## src/rtl/conv_seq_ctrl_if.sv

```systemverilog
// rtl/conv_seq_ctrl_if.sv - host/Conv/BRAM control bundle for conv_seq_ctrl
//
// Purpose: groups the start/length request and every sequencer output into one bundle.
// Ports (signals):
//   i_start, i_img_len            host request (driven by master)
//   o_conv_reset, o_selecK_I,
//   o_valid, o_ker_sel            Conv control
//   o_read_addr, o_write_addr,
//   o_wr_enable, o_car_conv       BRAM control
//   o_busy, o_done, o_error       job status
// Modports: master = host side, slave = sequencer side.
interface conv_seq_ctrl_if #(
  parameter int NB_ADDRESS = 10
);
  logic                  i_start;
  logic [NB_ADDRESS-1:0] i_img_len;
  logic                  o_conv_reset;
  logic                  o_selecK_I;
  logic                  o_valid;
  logic [1:0]            o_ker_sel;
  logic [NB_ADDRESS-1:0] o_read_addr;
  logic [NB_ADDRESS-1:0] o_write_addr;
  logic                  o_wr_enable;
  logic                  o_car_conv;
  logic                  o_busy;
  logic                  o_done;
  logic                  o_error;

  modport master (
    output i_start, i_img_len,
    input  o_conv_reset, o_selecK_I, o_valid, o_ker_sel,
    input  o_read_addr, o_write_addr, o_wr_enable, o_car_conv,
    input  o_busy, o_done, o_error
  );

  modport slave (
    input  i_start, i_img_len,
    output o_conv_reset, o_selecK_I, o_valid, o_ker_sel,
    output o_read_addr, o_write_addr, o_wr_enable, o_car_conv,
    output o_busy, o_done, o_error
  );
endinterface

```

## src/rtl/conv_seq_ctrl.sv

```systemverilog
// rtl/conv_seq_ctrl.sv - start/done sequencer for the 3x3 Conv fed by column BRAM banks
//
// Purpose: walks the Conv through kernel load, a one-cycle gap, image column
// streaming and a drain, writing each window result back into bank 0.
// Ports:
//   CLK100MHZ  rising-edge system clock
//   i_reset    asynchronous active-low reset
//   bus        conv_seq_ctrl_if.slave
//                in : i_start, i_img_len (N columns, sampled with i_start in IDLE)
//                out: Conv controls (o_conv_reset, o_selecK_I, o_valid, o_ker_sel),
//                     BRAM controls (o_read_addr, o_write_addr, o_wr_enable, o_car_conv),
//                     status (o_busy, o_done, o_error)
module conv_seq_ctrl #(
  parameter int NB_ADDRESS = 10,
  parameter int MEM_LAT    = 1,
  parameter int CONV_LAT   = 2,
  parameter int M_LEN      = 3
) (
  input logic            CLK100MHZ,
  input logic            i_reset,
  conv_seq_ctrl_if.slave bus
);

  typedef enum logic [2:0] {
    IDLE   = 3'd0,
    LOAD_K = 3'd1,
    GAP    = 3'd2,
    FEED   = 3'd3,
    DRAIN  = 3'd4
  } state_t;

  state_t                state_q, state_d;
  logic [NB_ADDRESS-1:0] n_q, n_d;
  logic [1:0]            ker_q, ker_d;
  logic [NB_ADDRESS-1:0] rd_addr_q, rd_addr_d;
  logic [NB_ADDRESS-1:0] pres_q, pres_d;
  logic [NB_ADDRESS-1:0] wr_addr_q, wr_addr_d;
  logic [MEM_LAT-1:0]    vld_q, vld_d;
  logic [CONV_LAT-1:0]   tok_q, tok_d;
  logic                  err_q, err_d;

  logic                  img_valid;
  logic                  push;
  logic                  wr_fire;
  logic                  conv_reset;
  logic                  selk;
  logic                  valid;
  logic [1:0]            ker_sel;
  logic                  car_conv;
  logic                  busy;
  logic                  done;

  // A column read issued in FEED reaches the Conv MEM_LAT cycles later.
  assign img_valid = vld_q[MEM_LAT-1];

  // The first M_LEN-1 presented columns only prime the window; every later
  // column completes a window and produces one result.
  assign push = img_valid && (pres_q >= NB_ADDRESS'(M_LEN - 1));

  // A result token emerges from the Conv pipeline CONV_LAT cycles after push.
  assign wr_fire = tok_q[CONV_LAT-1];

  // Read-valid and result-token delay lines, both shifting every cycle.
  always_comb begin
    vld_d    = '0;
    vld_d[0] = (state_q == FEED);
    for (int i = 1; i < MEM_LAT; i++) begin
      vld_d[i] = vld_q[i-1];
    end
    tok_d    = '0;
    tok_d[0] = push;
    for (int i = 1; i < CONV_LAT; i++) begin
      tok_d[i] = tok_q[i-1];
    end
  end

  always_comb begin
    state_d    = state_q;
    n_d        = n_q;
    ker_d      = ker_q;
    rd_addr_d  = rd_addr_q;
    pres_d     = img_valid ? pres_q + NB_ADDRESS'(1) : pres_q;
    wr_addr_d  = wr_fire ? wr_addr_q + NB_ADDRESS'(1) : wr_addr_q;
    err_d      = 1'b0;
    conv_reset = 1'b0;
    selk       = 1'b1;
    valid      = img_valid;
    ker_sel    = 2'd0;
    car_conv   = 1'b0;
    busy       = 1'b1;
    done       = 1'b0;

    case (state_q)
      IDLE: begin
        conv_reset = 1'b1;
        selk       = 1'b0;
        valid      = 1'b0;
        busy       = 1'b0;
        ker_d      = 2'd0;
        rd_addr_d  = '0;
        pres_d     = '0;
        wr_addr_d  = '0;
        if (bus.i_start) begin
          if (bus.i_img_len >= NB_ADDRESS'(M_LEN)) begin
            n_d     = bus.i_img_len;
            state_d = LOAD_K;
          end else begin
            err_d = 1'b1;
          end
        end
      end

      LOAD_K: begin
        selk    = 1'b0;
        valid   = 1'b1;
        ker_sel = ker_q;
        ker_d   = ker_q + 2'd1;
        if (ker_q == 2'(M_LEN - 1)) begin
          state_d = GAP;
        end
      end

      GAP: begin
        state_d = FEED;
      end

      FEED: begin
        car_conv = 1'b1;
        if (rd_addr_q == n_q - NB_ADDRESS'(1)) begin
          state_d = DRAIN;
        end else begin
          rd_addr_d = rd_addr_q + NB_ADDRESS'(1);
        end
      end

      DRAIN: begin
        car_conv = 1'b1;
        // The write counter reaching N-(M_LEN-1) means the final write has
        // retired; the pipeline checks keep this robust for any latency.
        if ((wr_addr_q == n_q - NB_ADDRESS'(M_LEN - 1)) &&
            (tok_q == '0) && !img_valid) begin
          done      = 1'b1;
          busy      = 1'b0;
          car_conv  = 1'b0;
          rd_addr_d = '0;
          pres_d    = '0;
          wr_addr_d = '0;
          ker_d     = 2'd0;
          state_d   = IDLE;
        end
      end

      default: begin
        state_d = IDLE;
      end
    endcase
  end

  always_ff @(posedge CLK100MHZ or negedge i_reset) begin
    if (!i_reset) begin
      state_q   <= IDLE;
      n_q       <= '0;
      ker_q     <= 2'd0;
      rd_addr_q <= '0;
      pres_q    <= '0;
      wr_addr_q <= '0;
      vld_q     <= '0;
      tok_q     <= '0;
      err_q     <= 1'b0;
    end else begin
      state_q   <= state_d;
      n_q       <= n_d;
      ker_q     <= ker_d;
      rd_addr_q <= rd_addr_d;
      pres_q    <= pres_d;
      wr_addr_q <= wr_addr_d;
      vld_q     <= vld_d;
      tok_q     <= tok_d;
      err_q     <= err_d;
    end
  end

  assign bus.o_conv_reset = conv_reset;
  assign bus.o_selecK_I   = selk;
  assign bus.o_valid      = valid;
  assign bus.o_ker_sel    = ker_sel;
  assign bus.o_read_addr  = rd_addr_q;
  assign bus.o_write_addr = wr_addr_q;
  assign bus.o_wr_enable  = wr_fire;
  assign bus.o_car_conv   = car_conv;
  assign bus.o_busy       = busy;
  assign bus.o_done       = done;
  assign bus.o_error      = err_q;

endmodule

```

## src/flat_wrapper.sv

```systemverilog
// flat-port wrapper written by rule: the top's interface ports become plain ports
module conv_seq_ctrl_flat 
#(
  parameter int NB_ADDRESS = 10,
  parameter int MEM_LAT    = 1,
  parameter int CONV_LAT   = 2,
  parameter int M_LEN      = 3
)
  (CLK100MHZ, i_reset, bus_i_start, bus_i_img_len, bus_o_conv_reset, bus_o_selecK_I, bus_o_valid, bus_o_ker_sel, bus_o_read_addr, bus_o_write_addr, bus_o_wr_enable, bus_o_car_conv, bus_o_busy, bus_o_done, bus_o_error);
  conv_seq_ctrl_if #(.NB_ADDRESS(NB_ADDRESS)) bus_i ();
  input logic CLK100MHZ;
  input logic i_reset;
  input wire logic [$bits(bus_i.i_start)-1:0] bus_i_start;
  input wire logic [$bits(bus_i.i_img_len)-1:0] bus_i_img_len;
  output wire logic [$bits(bus_i.o_conv_reset)-1:0] bus_o_conv_reset;
  output wire logic [$bits(bus_i.o_selecK_I)-1:0] bus_o_selecK_I;
  output wire logic [$bits(bus_i.o_valid)-1:0] bus_o_valid;
  output wire logic [$bits(bus_i.o_ker_sel)-1:0] bus_o_ker_sel;
  output wire logic [$bits(bus_i.o_read_addr)-1:0] bus_o_read_addr;
  output wire logic [$bits(bus_i.o_write_addr)-1:0] bus_o_write_addr;
  output wire logic [$bits(bus_i.o_wr_enable)-1:0] bus_o_wr_enable;
  output wire logic [$bits(bus_i.o_car_conv)-1:0] bus_o_car_conv;
  output wire logic [$bits(bus_i.o_busy)-1:0] bus_o_busy;
  output wire logic [$bits(bus_i.o_done)-1:0] bus_o_done;
  output wire logic [$bits(bus_i.o_error)-1:0] bus_o_error;
  assign bus_i.i_start = bus_i_start;
  assign bus_i.i_img_len = bus_i_img_len;
  assign bus_o_conv_reset = bus_i.o_conv_reset;
  assign bus_o_selecK_I = bus_i.o_selecK_I;
  assign bus_o_valid = bus_i.o_valid;
  assign bus_o_ker_sel = bus_i.o_ker_sel;
  assign bus_o_read_addr = bus_i.o_read_addr;
  assign bus_o_write_addr = bus_i.o_write_addr;
  assign bus_o_wr_enable = bus_i.o_wr_enable;
  assign bus_o_car_conv = bus_i.o_car_conv;
  assign bus_o_busy = bus_i.o_busy;
  assign bus_o_done = bus_i.o_done;
  assign bus_o_error = bus_i.o_error;
  conv_seq_ctrl #(.NB_ADDRESS(NB_ADDRESS), .MEM_LAT(MEM_LAT), .CONV_LAT(CONV_LAT), .M_LEN(M_LEN)) u_core (.CLK100MHZ(CLK100MHZ), .i_reset(i_reset), .bus(bus_i));
endmodule
```

## config.mk

```make
export PLATFORM = sky130hd
export DESIGN_NAME = conv_seq_ctrl_flat
export DESIGN_NICKNAME = d
export VERILOG_FILES = /design/src/rtl/conv_seq_ctrl_if.sv /design/src/rtl/conv_seq_ctrl.sv /design/src/flat_wrapper.sv
export SDC_FILE = /design/constraint.sdc
export NUM_CORES = 1
export LEC_CHECK = 0
export ABC_AREA = 1
export BUFFER_PORTS_ARGS = -buffer_cell sky130_fd_sc_hd__buf_4
export CORE_ASPECT_RATIO = 0.6
export CORE_MARGIN = 2
export CORE_UTILIZATION = 35
export DETAILED_ROUTE_END_ITERATION = 10
export GPL_ROUTABILITY_DRIVEN = 0
export PLACE_DENSITY = 0.5
export SYNTH_ARGS = -nofsm -noshare
export SYNTH_HDL_FRONTEND = slang
export SYNTH_SLANG_ARGS = --single-unit
```

## constraint.sdc

```tcl
create_clock -name CLK100MHZ -period 2.5 [get_ports CLK100MHZ]
set_input_delay 0.25 -clock CLK100MHZ [delete_from_list [all_inputs] [get_ports CLK100MHZ]]
set_output_delay 0.25 -clock CLK100MHZ [all_outputs]
set_load 0.05 [all_outputs]
```

Yosys cells after proc, flatten, opt, wreduce, memory -nomap -nowiden
Cells that the tools add are included.
- equal/unequal tests: 13
- bitwise operators: 0
- $lt $le $gt $ge: 2
- reduce and logical (&&, ||, !) cells: 13
- shift operators: 0
- $mul: 0
- multiplexer cells: 29
- div/mod/pow operators: 0
- $add $sub $neg: 6
- operators by type and width (operator ; number):
    two-way mux 10 bit ; 6
    one-hot mux 10 bit (2 select lines) ; 2
    adder 10 x 1 -> 10 bit (second input constant) ; 3
    one-hot mux 10 bit (3 select lines) ; 1
    equality test 10 bit ; 2
    >= comparator 10 x 2 -> 1 bit (second input constant) ; 2
    two-way mux 3 bit ; 5
    one-hot mux 3 bit (5 select lines) ; 1
    subtractor 10 x 1 -> 10 bit (second input constant) ; 1
    subtractor 10 x 2 -> 10 bit (second input constant) ; 1
    two-way mux 1 bit ; 8
    equality test 3 x 2 -> 1 bit (second input constant) ; 2
    != test 2 x 1 -> 1 bit (second input constant) ; 3
    != test 2 bit (second input constant) ; 3
    one-hot mux 1 bit (2 select lines) ; 3
    one-hot mux 2 bit (3 select lines) ; 1
    AND reduction 3 bit ; 2
    nonzero test 3 bit ; 2
    AND reduction 5 bit ; 1
    two-way mux 2 bit ; 2
    equality test 3 x 1 -> 1 bit (second input constant) ; 1
    equality test 3 bit (second input constant) ; 1
    logical AND 1 bit ; 3
    logical NOT 3 bit ; 1
    other kinds (6) ; 6
- bits in registers: 49
- memories: 0
- ROM bits: 0
- input port bits: 13
- latch bits: 0
- logic and storage cells: 72
- memory bits (writable): 0

Depth between registers and ports, before layout
Gate-level depths: netlist (run 1).
- depth after elaboration: 6
- gate-level depth with buffers: 17

Worst setup path after synthesis (run 1)
OpenSTA, ideal clock, no wires.
- path type: flip-flop to output port
- start: register u_core.n_q[1]
- end: output bus_o_done
- buffers on the path: 0
- stages on the path, launching flop included: 9
- arrival: 2.791 ns
- setup slack: -0.541 ns
- path through: dfrtp_1 -> inv_1 -> ha_1 -> nand2_1 -> nor2_2 -> nand3_1 -> nand3_1 -> nand3_1 -> nor4_1
- longest elaborated chain between the ends: 6
- RTL lines (what ; line ; source):
    start, declared ; conv_seq_ctrl.sv:33 ; logic [NB_ADDRESS-1:0] n_q, n_d;
    start signal, assigned ; conv_seq_ctrl.sv:172 ; n_q <= n_d;
    subtractor 10 x 2 -> 10 bit ; conv_seq_ctrl.sv:140 ; if ((wr_addr_q == n_q - NB_ADDRESS'(M_LEN - 1)) &&
    equality test 10 bit ; conv_seq_ctrl.sv:140 ;
    logical AND 1 bit ; conv_seq_ctrl.sv:140 ;
    logical AND 1 bit ; conv_seq_ctrl.sv:141 ; (tok_q == '0) && !img_valid) begin
    two-way mux 1 bit ; conv_seq_ctrl.sv:140 ;
    two-way mux 1 bit ; conv_seq_ctrl.sv:93 ; case (state_q)
    end, declared ; flat_wrapper.sv:24 ; output wire logic [$bits(bus_i.o_done)-1:0] bus_o_done;
Every way passes these cells.

Final worst setup path (run 1)
Same ends and word-level chain as after synthesis.

==> metrics.txt, run 1 <==
status finished with violations; failing checks hold timing; total die area just over 0.01 sq mm; CTS Buf Count 5; share of the synthesized area in the top cell type 0.374; Peak Freq 415 MHz; IO Pins 43; Leak 2.01 nW; CP startpoint kind flip-flop; antenna diode count 0; Seq/Total Area, Yosys 0.374; Worst Path Arrival roughly 2.2 ns; R2R cell count 15; CTS H-Tree Depth 2; largest net degree at the start of global routing 50; setup tns final 0 ns; Synth Area in Compound Gates 0.0767; placed cells about 620; Async SR Flop Fraction 1.00; top-count cell post-synth nand2_1; Final ANT Viol Nets 0; max_cap viols 0; die span in x 129 um; Root Driver clkbuf_16; pwr/cell area 1040 mW/mm^2; Die Y 79.0 um; core area 0.00916 sq mm; Final Slew Violations 0; initial antenna violation count 0; clock tree buffer depth 2; CTS tree yes; final period utilization 0.963; share of layout cells above drive strength 1 0.266; cells after synthesis 455; r2r setup slk 0.17 ns; crit-path max cell delay around 0.4 ns; Synth Cell Area 0.00328 sq mm; # setup viols final 0; clock net sink count 49; input/output buffers 42; Hold Fails Final Rpt 28; Simple-Gate Fraction of Synth Area 0.373; GRT overflow 0; dominant synthesized flop cell dfrtp_1; synth cell count leaders nand2_1 (122), inv_1 (64), nor2_1 (53), dfrtp_1 (49), nand3_1 (38); clock latency at the later pin of the worst-skew pair 0.30 ns; EDFF count, synth 0; 1st-iter DRT viols between 150 and 200; CP max-delay cell dfrtp_1; fin cells 648; Max FO, Critical Path 3; CP Capture Type primary output; mux contribution to synthesized area 0.00686; Synth Warn # 0; Worst IR Drop VDD 0.742 mV; WS Path Type flip-flop to primary output; Synth Net Count 476; Post-Synth Adder-Cell Area 0.0305; Clock Skew 0.00608 ns; Rel. slew slack 0.562; vias in the first global route 2840; wire length per cell 13.6 um; final design utilization 0.450; CP required 2.25 ns; Seq cells post-synth a little under 50; Final Net Count approximately 540; final hold slack -0.0199 ns; Initial Utilization 0.358; synth top area cells dfrtp_1 (37%), nand2_1 (14%), inv_1 (7.3%), nor2_1 (6.1%), nand3_1 (5.8%); num rows 27; Pre-antenna DRT Iters 4; Vias 2982; largest family of logic cells by synthesized area simple AND/OR/NAND/NOR gates; Layout area overhead 25.6%; Routed WL 8810 um; cts-stage hold buffer count 0; RSZ-0062 raised after global routing yes; largest area contributor in the netlist dfrtp_1; fillcell total 952; GRT Util Overall 0.185; Clock transition at path regs about 0.070 ns; fin crit period 2.41 ns; worst r2r dst u_core.state_q[0]; worst hold path type input pin to asynchronous set/reset pin; total power 4.29 mW; Worst R2R Start u_core.n_q[1]; Worst-Margin Slew 0.657 ns; Syn Area/Cell 7.21 sq um; first-pass GRT wire length 14500 um; hpwl dp 6620 um; cell breakdown of the critical path inv_2 -> ha_4 -> nand2_2 -> nand2_1 -> nor2_2 -> nand4_1 -> nor2_1 -> nand3_2 -> nor4_4 -> buf_6; via/cell ratio 4.60; Yosys cell types 36; post-route DRC violation count 0; Synth Area in XOR/XNOR 0.0423
[sequential cells by signal (all words and copies together), names as in the netlist]
signal / cells
u_core.pres_q: 10
u_core.tok_q: 2
u_core.img_valid: 1
u_core.bus.o_write_addr: 10
u_core.bus.o_error: 1
u_core.n_q: 10
u_core.bus.o_read_addr: 10
u_core.ker_q: 2
u_core.state_q: 3
[critical path, delay by kind of cell (launching register included)]
family,cells,cell delay (ns)
simple gates,7,0.93
flops,1,0.39
buf+inv,2,0.31
fa+ha+maj,1,0.22
[cell type report]
cell class / instances / area [sq um] / area share
Clock buffer: 5 / 125 / 0.0304
Clock inverter: 3 / 17.5 / 0.00425
Inverter: 67 / 259 / 0.0628
Multi-Input combinational cell: 333 / 1850 / 0.450
Sequential cell: 49 / 1230 / 0.298
Tap cell: 130 / 163 / 0.0395
Timing Repair Buffer: 61 / 473 / 0.115
[cell usage in the layout (no fill, tap or decap), drive strengths merged, types with 5 or more instances in the layout]
cell and instances:
a21oi 20, buf 61, clkbuf 5, dfrtp 49, ha 8, inv 67
nand2 130, nand3 41, nand4 5, nor2 73, nor3 10, nor4 5
o21ai 17, xnor2 5, xor2 8
[where the power goes]
part | switching (mW) | total, mW | internal [mW]
sequential | 0.274 | 1.25 | 0.977
combinational | 1.49 | 2.36 | 0.870
clock | 0.314 | 0.682 | 0.368
total | 2.08 | 4.29 | 2.21
[stage by stage]
| step | hold slack (ns) | area, sq um | setup WS [ns] |
|---|---|---|---|
| 4_1_cts | 0.0130 | 3920 | 0.00863 |
| 2_1_floorplan | -0.0456 | 3290 | 0.0179 |
| 5_1_grt | 0.0479 | 4120 | -0.0571 |
| 3_5_place_dp | 0.334 | 3730 | 0.107 |
| 6_report | -0.0199 | 4120 | 0.0917 |
| 3_3_place_gp | 0.339 | 3730 | 0.190 |
[worst max-delay path by stage]
stage                              from  depth (start not counted)         end  slack, ns
final                     u_core.n_q[1]                         10  bus_o_done       0.09
after global routing      u_core.n_q[1]                         12  bus_o_done      -0.06
after CTS                 u_core.n_q[1]                         13  bus_o_busy      0.009
after detailed placement  u_core.n_q[1]                         12  bus_o_busy       0.11
after global placement    u_core.n_q[1]                         12  bus_o_busy       0.19
after floorplan           u_core.n_q[1]                          8  bus_o_done       0.02
[routing by layer]
| layer | vias to the layer above | routed length [um] | track usage |
|---|---|---|---|
| met2 | 58 | 3340 | 0.252 |
| met3 | 10 | 494 | 0.0458 |
| met5 | - | 0 | 0 |
| met1 | 1356 | 4900 | 0.288 |
| li1 | 1558 | - | - |
| met4 | 0 | 77 | 0.0424 |
[kinds of logic after synthesis]
family,Yosys count
AND/OR/NAND/NOR,267
buffers and inverters,73
adder cells (fa/ha/maj),8
AO/OA/AOI/OAI,42
multiplexers,2
flip-flops,49
XOR/XNOR,14
[timing repair]
item,CTS,global route
buffers inserted,4,12
endpoints found under the setup margin,3,3
pin swaps,0,9
resized for setup,6,28
(Power assumes the default switching activity.)
==> inputs of run 2 (changes only) <==
- ABC_AREA: 1 -> unset
==> run 2 against run 1 <==
The run ends with hold timing, setup timing left. Worst setup slack got worse by 0.33 ns. Clock power rose by 4.3%. Critical path depth did not move. Non-clock buffer count rose by 22. First-iteration DRC count fell by 28%. Worst hold slack improved by 0.0014 ns. Clock-buffer cell count rose by 1. Maximum frequency fell by 12%. Synthesized cell count fell by 31%.
==> metrics.txt, run 2 <==
IO Pins 43 (unchanged); max_cap viols 0 (unchanged); Seq. cell area 0.00123 sq mm (+0.10%); cell breakdown of the critical path inv_4 -> ha_4 -> or3b_4 -> or3_1 -> nand4b_1 -> nor3_1 -> a21o_1 -> buf_12 -> clkinv_8 -> buf_12; final period utilization 1.10 (+0.133); CP max-delay cell dfrtp_2; share of the synthesized area in the top cell type 0.420 (+0.0461); post-route DRC violation count 0 (unchanged); R2R cell count 9 (-6); most frequent cells in the layout buf_4 (71), dfrtp_1 (45), nor2_1 (35); Worst R2R Start u_core.n_q[2]; num rows 25 (-7.4%); failing checks hold timing, setup timing; largest area contributor in the netlist dfrtp_1; CP required 2.25 ns (about the same); largest net degree at the start of global routing 50 (unchanged); core area 0.00798 sq mm (-13%); Leak 1.78 nW (-11%); via/cell ratio 4.98 (+8.1%); first-pass GRT wire length 12600 um (-13%); vias in the first global route 2300 (-19%); wire length per cell 15.9 um (+17%); Worst Path Arrival 2.49 ns (+0.33 ns); Final ANT Viol Nets 0 (unchanged); synth top area cells dfrtp_1 (42%), xnor2_1 (7.2%), xor2_1 (6.9%), nor2_1 (6.6%), ha_1 (3.4%); clock net sink count 49 (unchanged); total power 1.54 mW (-64%); pwr/cell area 378 mW/mm^2 (-64%); total die area 0.00911 sq mm (-11%); Initial Utilization 0.366 (+0.00777); CTS tree yes; Syn Area/Cell 9.24 sq um (+28%); Worst IR Drop VDD 0.221 mV (-70%); CP startpoint kind flip-flop; Synth Net Count 337 (-29%); area of the multi-input gates 0.00174 sq mm (-5.9%); antenna diode count 0 (unchanged); Routed WL 8000 um (-9.2%); post-place setup slack -0.0828 ns (-0.190 ns); Synth Warn # 0 (unchanged); most frequent CP cell buf_12; Yosys cell types 49 (+36%); Die Y 74.8 um (-5.4%); setup tns final -2.51 ns (-2.51 ns); 1st-iter DRT viols 127 (-28%); WS Path Type flip-flop to primary output; GRT Util Overall 0.183 (-0.00137); dominant synthesized flop cell dfrtp_1; cells after synthesis 316 (-31%); CTS Buf Count 5 (unchanged); PnR worst setup slack -0.242 ns (-0.334 ns); CP bufs+invs 4 (+2); final design utilization 0.510 (+0.0602); input/output buffers 42 (unchanged); Pre-antenna DRT Iters 4 (unchanged); Max FO, Critical Path 5 (+2); die span in x 122 um (-5.5%); Worst-Margin Slew 0.664 ns (+0.00723 ns); status finished with violations; fin crit period 2.74 ns (+0.334 ns); synth cell count leaders nor2_1 (51), dfrtp_1 (49), xnor2_1 (24), xor2_1 (23), nand2_1 (22); kind of cell adding the most delay to the critical path simple AND/OR/NAND/NOR gates; EDFF count, synth 0 (unchanged); Clock transition at path regs 0.07 ns (about the same); hpwl dp 5770 um (-13%); Clock Skew 0.00659 ns (+0.000512 ns); Seq cells post-synth 49 (unchanged); Async SR Flop Fraction 1.00 (unchanged); CTS H-Tree Depth 2 (unchanged); Final Slew Violations 0 (unchanged); top-count cell post-synth nor2_1; Peak Freq 365 MHz (-12%); # setup viols final 27 (+27); Root Driver clkbuf_16; Layout area overhead 39.4%; CP Capture Type primary output; Hold Fails Final Rpt 7 (-75%); clock tree buffer depth 2 (unchanged); final hold slack -0.0186 ns (+0.00137 ns); placed cells 484 (-22%); share of layout cells above drive strength 1 0.362 (+0.0956); GRT overflow 0 (unchanged); worst r2r dst u_core.bus.o_read_addr[6]; cts-stage hold buffer count 0 (unchanged); Rel. slew slack 0.557 (-0.00482); most common cell after layout, fill and taps aside buf_4; initial antenna violation count 0 (unchanged); RSZ-0062 raised after global routing yes; fin cells 503 (-22%); fillcell total 787 (-17%); Final Net Count 415 (-23%); r2r setup slk -0.19 ns (-0.36 ns); post-route design area 0.00407 sq mm (-1.2%); Synth Cell Area 0.00292 sq mm (-11%); crit-path max cell delay 0.42 ns (+0.03 ns); clock latency at the later pin of the worst-skew pair 0.29 ns (about the same); worst hold path type input pin to asynchronous set/reset pin; Seq/Total Area, Yosys 0.420 (+0.0461); placed cell areas 0.00361 sq mm (-3.1%); Vias 2503 (-16%)
run 2: layer usage:
metal | global-route usage | part of all wire | wire (um)
met1 | 0.311 | 0.59 | 4690
met2 | 0.229 | 0.37 | 2970
met3 | 0.0356 | 0.037 | 298
met4 | 0.0383 | 0.0039 | 31
met5 | 0 | 0 | 0
run 2: power by group:
part / leakage [nW] / switching (mW) / internal (mW) / total [mW]
clock: 0.0768 / 0.312 / 0.399 / 0.711
sequential: 0.572 / 0 / 0.792 / 0.792
combinational: 1.13 / 0.0242 / 0.0128 / 0.0370
run 2: cell type report:
cell class	count	share of cell area
clock buffer	6	0.0341
clock inverter	2	0.00338
inverter	15	0.0175
multi-input combinational	240	0.428
sequential	49	0.302
tap	108	0.0332
timing repair buffer	83	0.181
run 2: what timing repair did:
item,CTS,global route
resized for setup,16,34
buffers inserted,8,0
setup endpoints to repair,13,38
pin swaps,11,5
gates cloned,2,1
run 2: cell families after synthesis:
kind of cell               synth area share
adders and majority gates            0.0343
AOI/OAI and AO/OA                     0.105
and+or+nand+nor                       0.231
xor gates and xnor gates              0.141
DFF                                   0.420
buffers and inverters                0.0428
muxes                                0.0261
run 2: worst max path at each step:
| stage | start | to | slack, ns | cells past startpoint |
|---|---|---|---|---|
| after detailed placement | u_core.n_q[2] | u_core.bus.o_read_addr[6] | -0.08 | 9 |
| after global routing | u_core.n_q[2] | u_core.bus.o_read_addr[4] | -0.33 | 10 |
| after CTS | u_core.n_q[2] | bus_o_busy | -0.23 | 10 |
| after global placement | u_core.n_q[2] | u_core.pres_q[1] | -0.06 | 10 |
| after floorplan | u_core.n_q[1] | u_core.bus.o_read_addr[6] | -0.04 | 9 |
| final | u_core.n_q[2] | bus_o_busy | -0.24 | 10 |
